File: src/rtl/dcache_responder_pkg.sv
// Shared definitions for the direct-mapped write-through data cache responder.
package dcache_responder_pkg;

    typedef enum logic [1:0] {
        IDLE,
        RD_MISS,
        WR_THRU,
        RESP
    } state_e;

    localparam int unsigned  LINES_DEFAULT   = 16;
    localparam logic [31:0]  IO_BASE_DEFAULT = 32'hFFFF_FFFC;

    function automatic logic [31:0] word_align(input logic [31:0] addr);
        return {addr[31:2], 2'b00};
    endfunction

endpackage

File: src/rtl/dcache_responder_if.sv
// Core-side and backing-memory-side signals of the data cache responder.
interface dcache_responder_if;

    logic [31:0] core_addr;
    logic [31:0] core_wdata;
    logic        core_we;
    logic        core_re;
    logic [31:0] core_rdata;
    logic        core_stall;
    logic        mem_req;
    logic        mem_we;
    logic [31:0] mem_addr;
    logic [31:0] mem_wdata;
    logic        mem_ack;
    logic [31:0] mem_rdata;

    modport slave (
        input  core_addr, core_wdata, core_we, core_re, mem_ack, mem_rdata,
        output core_rdata, core_stall, mem_req, mem_we, mem_addr, mem_wdata
    );

    modport master (
        output core_addr, core_wdata, core_we, core_re, mem_ack, mem_rdata,
        input  core_rdata, core_stall, mem_req, mem_we, mem_addr, mem_wdata
    );

endinterface

File: src/rtl/dcache_responder_array.sv
// Tag/valid/data storage: one write port, one combinational read port on a shared index.
module dcache_array #(
    parameter int unsigned LINES = 16,
    parameter int unsigned IDXW  = $clog2(LINES),
    parameter int unsigned TAGW  = 30 - IDXW
) (
    input  logic            clk,
    input  logic            reset,
    input  logic [IDXW-1:0] idx_i,
    input  logic            we_i,
    input  logic [TAGW-1:0] wtag_i,
    input  logic [31:0]     wdata_i,
    output logic            rvalid_o,
    output logic [TAGW-1:0] rtag_o,
    output logic [31:0]     rdata_o
);

    logic [LINES-1:0] valid_q;
    logic [TAGW-1:0]  tag_q  [LINES];
    logic [31:0]      data_q [LINES];

    // Only valid bits are reset; tags and data are don't-care until validated.
    always_ff @(posedge clk or posedge reset) begin
        if (reset) begin
            valid_q <= '0;
        end else if (we_i) begin
            valid_q[idx_i] <= 1'b1;
        end
    end

    always_ff @(posedge clk) begin
        if (we_i) begin
            tag_q[idx_i]  <= wtag_i;
            data_q[idx_i] <= wdata_i;
        end
    end

    assign rvalid_o = valid_q[idx_i];
    assign rtag_o   = tag_q[idx_i];
    assign rdata_o  = data_q[idx_i];

endmodule

File: src/rtl/dcache_responder.sv
// Direct-mapped, write-through, no-write-allocate data cache between a stalling core and backing memory.
module dcache_responder
    import dcache_responder_pkg::*;
#(
    parameter int unsigned LINES   = LINES_DEFAULT,
    parameter logic [31:0] IO_BASE = IO_BASE_DEFAULT
) (
    input  logic               clk,
    input  logic               reset,
    dcache_responder_if.slave  bus
);

    localparam int unsigned IDXW = $clog2(LINES);
    localparam int unsigned TAGW = 30 - IDXW;

    state_e          state_q, state_d;
    logic [31:0]     rdata_q, rdata_d;

    logic [31:0]     addr_al;
    logic [IDXW-1:0] idx;
    logic [TAGW-1:0] tag;
    logic            is_io;
    logic            hit;
    logic            arr_we;
    logic [31:0]     arr_wdata;
    logic            arr_valid;
    logic [TAGW-1:0] arr_tag;
    logic [31:0]     arr_data;
    logic            unused_addr_lsb;

    assign addr_al         = word_align(bus.core_addr);
    assign idx             = bus.core_addr[IDXW+1:2];
    assign tag             = bus.core_addr[31:IDXW+2];
    assign is_io           = (addr_al >= IO_BASE);
    assign hit             = arr_valid && (arr_tag == tag);
    assign unused_addr_lsb = &{1'b0, bus.core_addr[1:0]};

    dcache_array #(
        .LINES (LINES),
        .IDXW  (IDXW),
        .TAGW  (TAGW)
    ) u_array (
        .clk      (clk),
        .reset    (reset),
        .idx_i    (idx),
        .we_i     (arr_we),
        .wtag_i   (tag),
        .wdata_i  (arr_wdata),
        .rvalid_o (arr_valid),
        .rtag_o   (arr_tag),
        .rdata_o  (arr_data)
    );

    always_ff @(posedge clk or posedge reset) begin
        if (reset) begin
            state_q <= IDLE;
            rdata_q <= '0;
        end else begin
            state_q <= state_d;
            rdata_q <= rdata_d;
        end
    end

    always_comb begin
        state_d        = state_q;
        rdata_d        = rdata_q;
        arr_we         = 1'b0;
        arr_wdata      = '0;
        bus.core_rdata = '0;
        bus.core_stall = 1'b0;
        bus.mem_req    = 1'b0;
        bus.mem_we     = 1'b0;
        bus.mem_addr   = '0;
        bus.mem_wdata  = '0;
        unique case (state_q)
            IDLE: begin
                // Stores win over loads when both are requested.
                if (!is_io && bus.core_we) begin
                    bus.core_stall = 1'b1;
                    state_d        = WR_THRU;
                end else if (!is_io && bus.core_re) begin
                    if (hit) begin
                        bus.core_rdata = arr_data;
                    end else begin
                        bus.core_stall = 1'b1;
                        state_d        = RD_MISS;
                    end
                end
            end
            RD_MISS: begin
                bus.core_stall = 1'b1;
                bus.mem_req    = 1'b1;
                bus.mem_addr   = addr_al;
                if (bus.mem_ack) begin
                    arr_we    = 1'b1;
                    arr_wdata = bus.mem_rdata;
                    rdata_d   = bus.mem_rdata;
                    state_d   = RESP;
                end
            end
            WR_THRU: begin
                bus.core_stall = 1'b1;
                bus.mem_req    = 1'b1;
                bus.mem_we     = 1'b1;
                bus.mem_addr   = addr_al;
                bus.mem_wdata  = bus.core_wdata;
                if (bus.mem_ack) begin
                    arr_we    = hit;
                    arr_wdata = bus.core_wdata;
                    state_d   = RESP;
                end
            end
            RESP: begin
                bus.core_rdata = rdata_q;
                state_d        = IDLE;
            end
            default: state_d = IDLE;
        endcase
    end

endmodule

File: src/flat_wrapper.sv
// flat-port wrapper written by rule: the top's interface ports become plain ports
module dcache_responder_flat import dcache_responder_pkg::*;
#(
    parameter int unsigned LINES   = LINES_DEFAULT,
    parameter logic [31:0] IO_BASE = IO_BASE_DEFAULT
)
  (clk, reset, bus_core_addr, bus_core_wdata, bus_core_we, bus_core_re, bus_mem_ack, bus_mem_rdata, bus_core_rdata, bus_core_stall, bus_mem_req, bus_mem_we, bus_mem_addr, bus_mem_wdata);
  dcache_responder_if bus_i ();
  input  logic clk;
  input  logic reset;
  input wire logic [$bits(bus_i.core_addr)-1:0] bus_core_addr;
  input wire logic [$bits(bus_i.core_wdata)-1:0] bus_core_wdata;
  input wire logic [$bits(bus_i.core_we)-1:0] bus_core_we;
  input wire logic [$bits(bus_i.core_re)-1:0] bus_core_re;
  input wire logic [$bits(bus_i.mem_ack)-1:0] bus_mem_ack;
  input wire logic [$bits(bus_i.mem_rdata)-1:0] bus_mem_rdata;
  output wire logic [$bits(bus_i.core_rdata)-1:0] bus_core_rdata;
  output wire logic [$bits(bus_i.core_stall)-1:0] bus_core_stall;
  output wire logic [$bits(bus_i.mem_req)-1:0] bus_mem_req;
  output wire logic [$bits(bus_i.mem_we)-1:0] bus_mem_we;
  output wire logic [$bits(bus_i.mem_addr)-1:0] bus_mem_addr;
  output wire logic [$bits(bus_i.mem_wdata)-1:0] bus_mem_wdata;
  assign bus_i.core_addr = bus_core_addr;
  assign bus_i.core_wdata = bus_core_wdata;
  assign bus_i.core_we = bus_core_we;
  assign bus_i.core_re = bus_core_re;
  assign bus_i.mem_ack = bus_mem_ack;
  assign bus_i.mem_rdata = bus_mem_rdata;
  assign bus_core_rdata = bus_i.core_rdata;
  assign bus_core_stall = bus_i.core_stall;
  assign bus_mem_req = bus_i.mem_req;
  assign bus_mem_we = bus_i.mem_we;
  assign bus_mem_addr = bus_i.mem_addr;
  assign bus_mem_wdata = bus_i.mem_wdata;
  dcache_responder #(.LINES(LINES), .IO_BASE(IO_BASE)) u_core (.clk(clk), .reset(reset), .bus(bus_i));
endmodule
File: config.mk
export PLATFORM = sky130hd
export DESIGN_NAME = dcache_responder_flat
export DESIGN_NICKNAME = d
export VERILOG_FILES = /design/src/rtl/dcache_responder_pkg.sv /design/src/rtl/dcache_responder_if.sv /design/src/rtl/dcache_responder_array.sv /design/src/rtl/dcache_responder.sv /design/src/flat_wrapper.sv
export SDC_FILE = /design/constraint.sdc
export NUM_CORES = 1
export LEC_CHECK = 0
export ABC_AREA = 0
export CORE_MARGIN = 1.5
export CORE_UTILIZATION = 60
export CTS_CLUSTER_SIZE = 8
export DETAILED_ROUTE_END_ITERATION = 12
export PLACE_DENSITY = 0.77
export SETUP_SLACK_MARGIN = 0.2
export SYNTH_ARGS = -nofsm -noshare
export SYNTH_HDL_FRONTEND = slang
export SYNTH_SLANG_ARGS = --single-unit
File: constraint.sdc
create_clock -name clk -period 21.3 [get_ports clk]
set_input_delay 3.195 -clock clk [delete_from_list [all_inputs] [get_ports clk]]
set_output_delay 3.195 -clock clk [all_outputs]
set_load 0.005 [all_outputs]
==> results.txt, run 1 <==
Chip height - 258.7 um
Headroom to the max-slew limit - 0.1303
CTS buffer count - 140
CTS sink cnt - 978
Largest net degree at the start of global routing - 167
End point of the critical path - bus_core_rdata[11]
Synth Area in XOR/XNOR - 0.006922
Most frequent cells in the layout - 928 x edfxtp_1, 234 x mux4_2, 192 x clkdlybuf4s50_1, 147 x clkbuf_16, 73 x mux2i_1
R2R depth - 9
CP Buf/Inv Count - 4
Simple-gate area share of the yosys netlist - 0.03151
Die area - 66920 um^2
Seq pwr share - 0.454
Status - complete, no violations
Rows - 93
Final WL - 95150 um
First-pass GRT wire length - 139900 um
Drt wl/cell - 29.99 um
Core Area - 64580 um^2
Main synth FF type - edfxtp_1
Reg2Reg Launch Point - u_core.u_array.tag_q[7][25]
Most common cell after layout, fill and taps aside - edfxtp_1
Power Internal - 3780 uW
Buffers on Ports - 195
Clk pwr share - 0.406
GPL Wtd Cong - 0.8205
Power Density - 107.6 nW/um^2
Initial antenna violation count - 3
Asr flop ratio synth - 0.05112
Period utilisation layout - 0.5228
Req. time, crit path - 18.11 ns
Adder-cell share of the synthesized area - 0.001914
Worst Skew - 0.02843 ns
Vias in the first global route - 21700
Post-Syn Area - 39230 um^2
Maximum vdd drop - 86.06 uV
Setup crit start - bus_core_addr[3]
CP Max Fanout - 166
Final total power - 4976 uW
Die W - 258.7 um
Post-CTS Setup Bufs - 0
Multiplexer share of the synthesized area - 0.1685
Type of the worst setup path - primary input to primary output
Fmax - 0.08980 GHz
DRC - 0
Root Driver - clkbuf_16
Initial core utilization - 0.6074
Clock buffer depth - 3
Setup crit end kind - primary output
Comb pwr share - 0.140
Area Growth Syn to Fin - 17.94%
CP peak stage delay - 0.69 ns
Leak - 0.01567 uW
Post-CTS sizing - 0
Detailed-placement wirelength estimate - 46860 um
Worst path depth - 12
Slowest CP cell - buf_8
YS warnings - 0
Arrival @ worst endpoint - 7.94 ns
Flop-to-flop setup slack - 16.67 ns
Sw Share - 0.2403
Layout cells sized above 1 - 0.2300
Initial DRC count - 2336
Slew @ Worst Pin - 1.305 ns
Compound-cell area share of the yosys netlist - 0.02925
Final setup vio count - 0
Placed Cells - 2953
CTS tree - yes
Non-filler cells, final - 3173
Hold_sp - u_core.u_array.valid_q[3]
Post-synthesis register bit count - 978
Placement Cell Area - 42260 um^2
Post-route ant nets - 0
Vias per inst - 6.575
Main combinational cell family by area after synthesis - multiplexers
Post-route cell area - 46260 um^2
# IOs - 200
Total vias in the final route - 20860
Family with the most delay on the worst path - buffers and inverters
Max-Cap Viols - 0
GR Util All Layers - 0.2912
GRT Residual Overflow - 0
Final net count - 2347
CP Launch Type - primary input
Post-Synthesis Cells - 1953
TritonRoute pass-1 iters - 5
H-tree depth - 4
Crit path cell chain - buf_8, buf_12, mux4_2, mux2i_1, a22oi_1, a32o_1, nor2b_1, and4b_1, nand4_1, buf_4, o21ai_0, clkdlybuf4s50_1
Register area share after synthesis - 0.7423
Clk pin slew, worst setup/hold paths - 0.05 ns
RSZ-0062 raised after global routing - false
Avg Cell Area, Syn - 20.09 um^2
Fin crit period - 11.14 ns
P_sw - 1196 uW
Post-route setup TNS - 0 ns
Fin. Hold Viols - 0
Post-synth EDFFs - 928
Worst skew pair latency - 0.72 ns
Max Transition Viols Final - 0
Reg2reg end - u_core.u_array.tag_q[13][5]
Hold Path Class - flip-flop to flip-flop
Post-synth cell types - 59
Hold_buf cts - 0
-- power by group through the flow --
| stage | sequential (uW) | combinational, uW | clock, uW |
|---|---|---|---|
| final | 2260 | 696 | 2020 |
| after global routing | 2260 | 743 | 2120 |
| after CTS | 2260 | 695 | 2050 |
| after detailed placement | 2290 | 686 | 0 |
| after global placement | 2290 | 667 | 0 |
| after floorplan | 2290 | 366 | 0 |
-- metrics by stage --
stage | util | setup slack (ns) | hold WS [ns]
after detailed placement | 0.6544 | 10.03 | 0.4528
after global placement | 0.6544 | 10.07 | 0.4413
after CTS | 0.7163 | 9.996 | 0.4676
final | 0.7163 | 10.16 | 0.4697
after global routing | 0.7163 | 9.751 | 0.4888
after floorplan | - | 9.689 | 0.4263
-- kinds of logic after synthesis --
kind of cell / Yosys count
mux: 361
compound gates: 171
buf+inv: 169
fa+ha+maj: 6
other cells: 1
flops: 978
xor+xnor: 31
simple gates: 236
-- state kept, by name, summed over array words and instances, names as in the netlist --
register / cells
u_core.rdata_q: 32
u_core.state_q: 2
u_core.u_array.data_q: 512
u_core.u_array.tag_q: 416
u_core.u_array.valid_q: 16
-- worst min-delay path by stage --
stage / endpoint / depth (start not counted)
global route: u_core.u_array.valid_q[6] / 2
finish: u_core.u_array.valid_q[3] / 2
global placement: u_core.u_array.valid_q[6] / 2
detailed placement: u_core.u_array.valid_q[7] / 2
floorplan: u_core.u_array.valid_q[12] / 2
CTS: u_core.u_array.valid_q[3] / 2
-- layer usage --
metal / vias up / GRT usage / share of wire
li1: 8533 / - / -
met1: 10870 / 0.3945 / 0.38
met2: 1268 / 0.4759 / 0.50
met3: 189 / 0.06387 / 0.093
met4: 0 / 0.09860 / 0.027
met5: - / 0 / 0
-- synthesized netlist by cell type, types with 3 or more instances --
cell / count / area share
nor3_1: 17 / 0.0022
nor4_1: 8 / 0.0013
edfxtp_1: 928 / 0.71
nand3_1: 14 / 0.0018
nand2b_1: 8 / 0.0013
xor2_1: 9 / 0.0020
mux2_2: 54 / 0.016
dfrtp_1: 50 / 0.032
buf_6: 6 / 0.0017
nand4_1: 9 / 0.0014
nand2_1: 47 / 0.0045
inv_1: 60 / 0.0057
mux4_2: 234 / 0.13
buf_1: 20 / 0.0019
a22oi_1: 23 / 0.0044
ha_1: 6 / 0.0019
mux2i_1: 73 / 0.019
and4b_1: 3 / 0.00077
and3_1: 3 / 0.00048
a31oi_1: 5 / 0.00080
buf_4: 15 / 0.0029
o22ai_1: 15 / 0.0024
clkbuf_1: 43 / 0.0041
buf_2: 24 / 0.0031
a21oi_1: 42 / 0.0054
and2_1: 65 / 0.010
nor2b_1: 6 / 0.00096
a221oi_1: 11 / 0.0025
o21ai_0: 39 / 0.0050
o31ai_1: 13 / 0.0025
xnor2_1: 22 / 0.0049
nor2_1: 47 / 0.0045
-- worst reg2reg max path, stage by stage, from the launching register on --
cell	delay, ns
edfxtp_1	0.35
mux4_2	0.48
mux2i_1	0.31
o21ai_0	0.21
o32a_1	0.40
a21oi_1	0.27
and4b_1	0.37
a41oi_4	0.56
nor3_2	0.42
buf_4	0.83
-- cell type report --
cell class,count,area (um^2)
Clock inverter,7,72.57
Timing Repair Buffer,252,2397
Inverter,61,230.2
Fill cell,3699,18320
Multi-Input combinational cell,807,9449
Clock buffer,212,3923
Sequential cell,978,29120
Tap cell,855,1070
Antenna cell,1,2.502
No activity file was read; power rests on OpenSTA's default activity.
==> inputs of run 2 (changes only) <==
==> constraint.sdc (replaced) <==
create_clock -name clk -period 11.5 [get_ports clk]
set_input_delay 1.725 -clock clk [delete_from_list [all_inputs] [get_ports clk]]
set_output_delay 1.725 -clock clk [all_outputs]
set_load 0.005 [all_outputs]
==> results.txt, run 2 (same netlist as run 1, synthesis figures left out) <==
Status - complete, no violations (unchanged)
Die area - 66920 um^2 (unchanged)
Post-route ant nets - 0 (unchanged)
Leak - 0.01565 uW (was 0.01567 uW)
Vias per inst - 6.595 (was 6.575)
RSZ-0062 raised after global routing - false (unchanged)
Placement Cell Area - 42260 um^2 (about the same)
Most frequent cells in the layout - 928 x edfxtp_1, 234 x mux4_2, 192 x clkdlybuf4s50_1, 145 x clkbuf_16, 73 x mux2i_1 (was 928 x edfxtp_1, 234 x mux4_2, 192 x clkdlybuf4s50_1, 147 x clkbuf_16, 73 x mux2i_1)
Drt wl/cell - 30.18 um (was 29.99 um)
CP Max Fanout - 34 (was 166)
Slew @ Worst Pin - 1.156 ns (was 1.305 ns)
Top sig layer - met5 (was met4)
Max Transition Viols Final - 0 (unchanged)
H-tree depth - 4 (unchanged)
Final WL - 95560 um (was 95150 um)
Post-route cell area - 46200 um^2 (was 46260 um^2)
P_sw - 2224 uW (was 1196 uW)
Initial antenna violation count - 3 (unchanged)
Sw Share - 0.2419 (was 0.2403)
Fmax - 0.1226 GHz
Clock buffer depth - 3 (unchanged)
Met1 WL - 35620 um (was 35970 um)
Worst Skew - 0.02886 ns (was 0.02843 ns)
Area Growth Syn to Fin - 17.78% (was 17.94%)
Post-CTS sizing - 0 (unchanged)
Max reg flops - 512 (unchanged)
Crit path cell chain - clkdlybuf4s50_1, buf_4, clkinv_2, mux2i_1, xor2_1, nand3_1, a21oi_1, and4b_1, nand4_1, buf_4, o21ai_0, clkdlybuf4s50_1 (was buf_8, buf_12, mux4_2, mux2i_1, a22oi_1, a32o_1, nor2b_1, and4b_1, nand4_1, buf_4, o21ai_0, clkdlybuf4s50_1)
Headroom to the max-slew limit - 0.2280 (was 0.1303)
Most common cell after layout, fill and taps aside - edfxtp_1 (unchanged)
Final total power - 9193 uW (was 4976 uW)
Final setup vio count - 0 (unchanged)
Chip height - 258.7 um (unchanged)
Largest regs - u_core.u_array.data_q x512, u_core.u_array.tag_q x416, u_core.rdata_q x32 (unchanged)
Rows - 93 (unchanged)
CTS tree - yes (unchanged)
Hold Path Class - flip-flop to flip-flop (unchanged)
# IOs - 200 (unchanged)
Type of the worst setup path - primary input to primary output (unchanged)
Dpl ws - 3.447 ns (was 10.03 ns)
Metal2 WL - 48030 um (was 47790 um)
GPL Wtd Cong - 0.7999 (was 0.8205)
DRC - 0 (unchanged)
Period utilisation layout - 0.7095
Seq pwr share - 0.455 (was 0.454)
CP Launch Type - primary input (unchanged)
GR Util All Layers - 0.2930 (was 0.2912)
Post-route setup TNS - 0 ns (unchanged)
Fin. Hold Viols - 0 (unchanged)
GRT Residual Overflow - 0 (unchanged)
Maximum vdd drop - 247.7 uV (was 86.06 uV)
Layout cells sized above 1 - 0.2298 (was 0.2300)
Final net count - 2347 (unchanged)
Hold_buf cts - 0 (unchanged)
Die W - 258.7 um (unchanged)
Clk pin slew, worst setup/hold paths - 0.05 ns (about the same)
CTS buffer count - 140 (unchanged)
Fin worst setup slack - 3.341 ns (was 10.16 ns)
Largest net degree at the start of global routing - 145 (was 167)
Routed wl met3 - 9259 um (was 8842 um)
Root Driver - clkbuf_16 (unchanged)
Post-CTS Setup Bufs - 0 (unchanged)
Comb pwr share - 0.141 (was 0.140)
Fin crit period - 8.159 ns
First-pass GRT wire length - 140700 um (was 139900 um)
Power Density - 199.0 nW/um^2 (was 107.6 nW/um^2)
TritonRoute pass-1 iters - 5 (unchanged)
Clk pwr share - 0.404 (was 0.406)
Initial DRC count - 2683 (was 2336)
Buffers on Ports - 195 (unchanged)
Max-Cap Viols - 0 (unchanged)
CP peak stage delay - 0.83 ns (was 0.69 ns)
Setup crit end kind - primary output (unchanged)
Worst skew pair latency - 0.73 ns (was 0.72 ns)
Register with the most flip-flops - u_core.u_array.data_q (unchanged)
Slowest CP cell - clkinv_2 (was buf_8)
Core Area - 64580 um^2 (unchanged)
CTS sink cnt - 978 (unchanged)
Power Internal - 6969 uW (was 3780 uW)
Detailed-placement wirelength estimate - 47170 um (was 46860 um)
Family with the most delay on the worst path - buffers and inverters (unchanged)
Arrival @ worst endpoint - 6.43 ns (was 7.94 ns)
Vias in the first global route - 21710 (was 21700)
Initial core utilization - 0.6074 (unchanged)
Total vias in the final route - 20880 (was 20860)
Ant diodes - 0 (was 1)
CP Buf/Inv Count - 5 (was 4)
Req. time, crit path - 9.78 ns (was 18.11 ns)
==> run 2: routing by layer <==
| metal | global-route usage | vias to the layer above |
|---|---|---|
| li1 | - | 8521 |
| met1 | 0.3946 | 10900 |
| met2 | 0.4795 | 1262 |
| met3 | 0.06661 | 191 |
| met4 | 0.09974 | 2 |
| met5 | 0 | - |
==> run 2: worst register-to-register path, cell delays in order (launching register included) <==
cell and delay [ns]:
edfxtp_1 0.36, mux4_2 0.47, mux2i_1 0.30, o21ai_0 0.17, o32a_1 0.39, a21oi_1 0.28
and4b_1 0.40, a41oi_4 0.14, buf_4 0.32, nor3_2 0.27, buf_4 0.84
==> run 2: final cells by class <==
cell class	instances	area, um^2
fillers	3753	18380
multi-input cells	807	9447
flip-flops and latches	978	29120
clock inverters	8	85.08
inverters	61	230.2
well taps	855	1070
repair buffers	252	2397
clock buffers	205	3854
==> run 2: stage by stage <==
step / util / hold WS (ns) / std cells
6_report: 0.7154 / 0.4672 / 3166
5_1_grt: 0.7154 / 0.4954 / 3166
4_1_cts: 0.7154 / 0.4645 / 3166
3_5_place_dp: 0.6544 / 0.4524 / 2953
3_3_place_gp: 0.6544 / 0.4393 / 2953
2_1_floorplan: - / 0.4263 / 1954
==> run 2: final timing paths <==
kind	startpoint	end	slack (ns)	depth (start not counted)
min in group asynchronous	reset	u_core.u_array.valid_q[9]	1.60	3
min reg2reg	u_core.u_array.valid_q[9]	u_core.u_array.valid_q[9]	0.47	2
max	bus_core_addr[4]	bus_core_rdata[22]	3.34	12
max reg2reg	u_core.u_array.tag_q[7][25]	u_core.u_array.tag_q[9][15]	7.12	10
max in group asynchronous	reset	u_core.rdata_q[23]	9.30	3
min	u_core.u_array.valid_q[9]	u_core.u_array.valid_q[9]	0.47	2
==> run 2: power by group through the flow <==
| stage | clock (uW) | sequential (uW) | combinational, uW |
|---|---|---|---|
| 6_report | 3710 | 4180 | 1300 |
| 5_1_grt | 3890 | 4190 | 1390 |
| 4_1_cts | 3750 | 4180 | 1290 |
| 3_5_place_dp | 0 | 4250 | 1270 |
| 3_3_place_gp | 0 | 4240 | 1230 |
| 2_1_floorplan | 0 | 4240 | 678 |
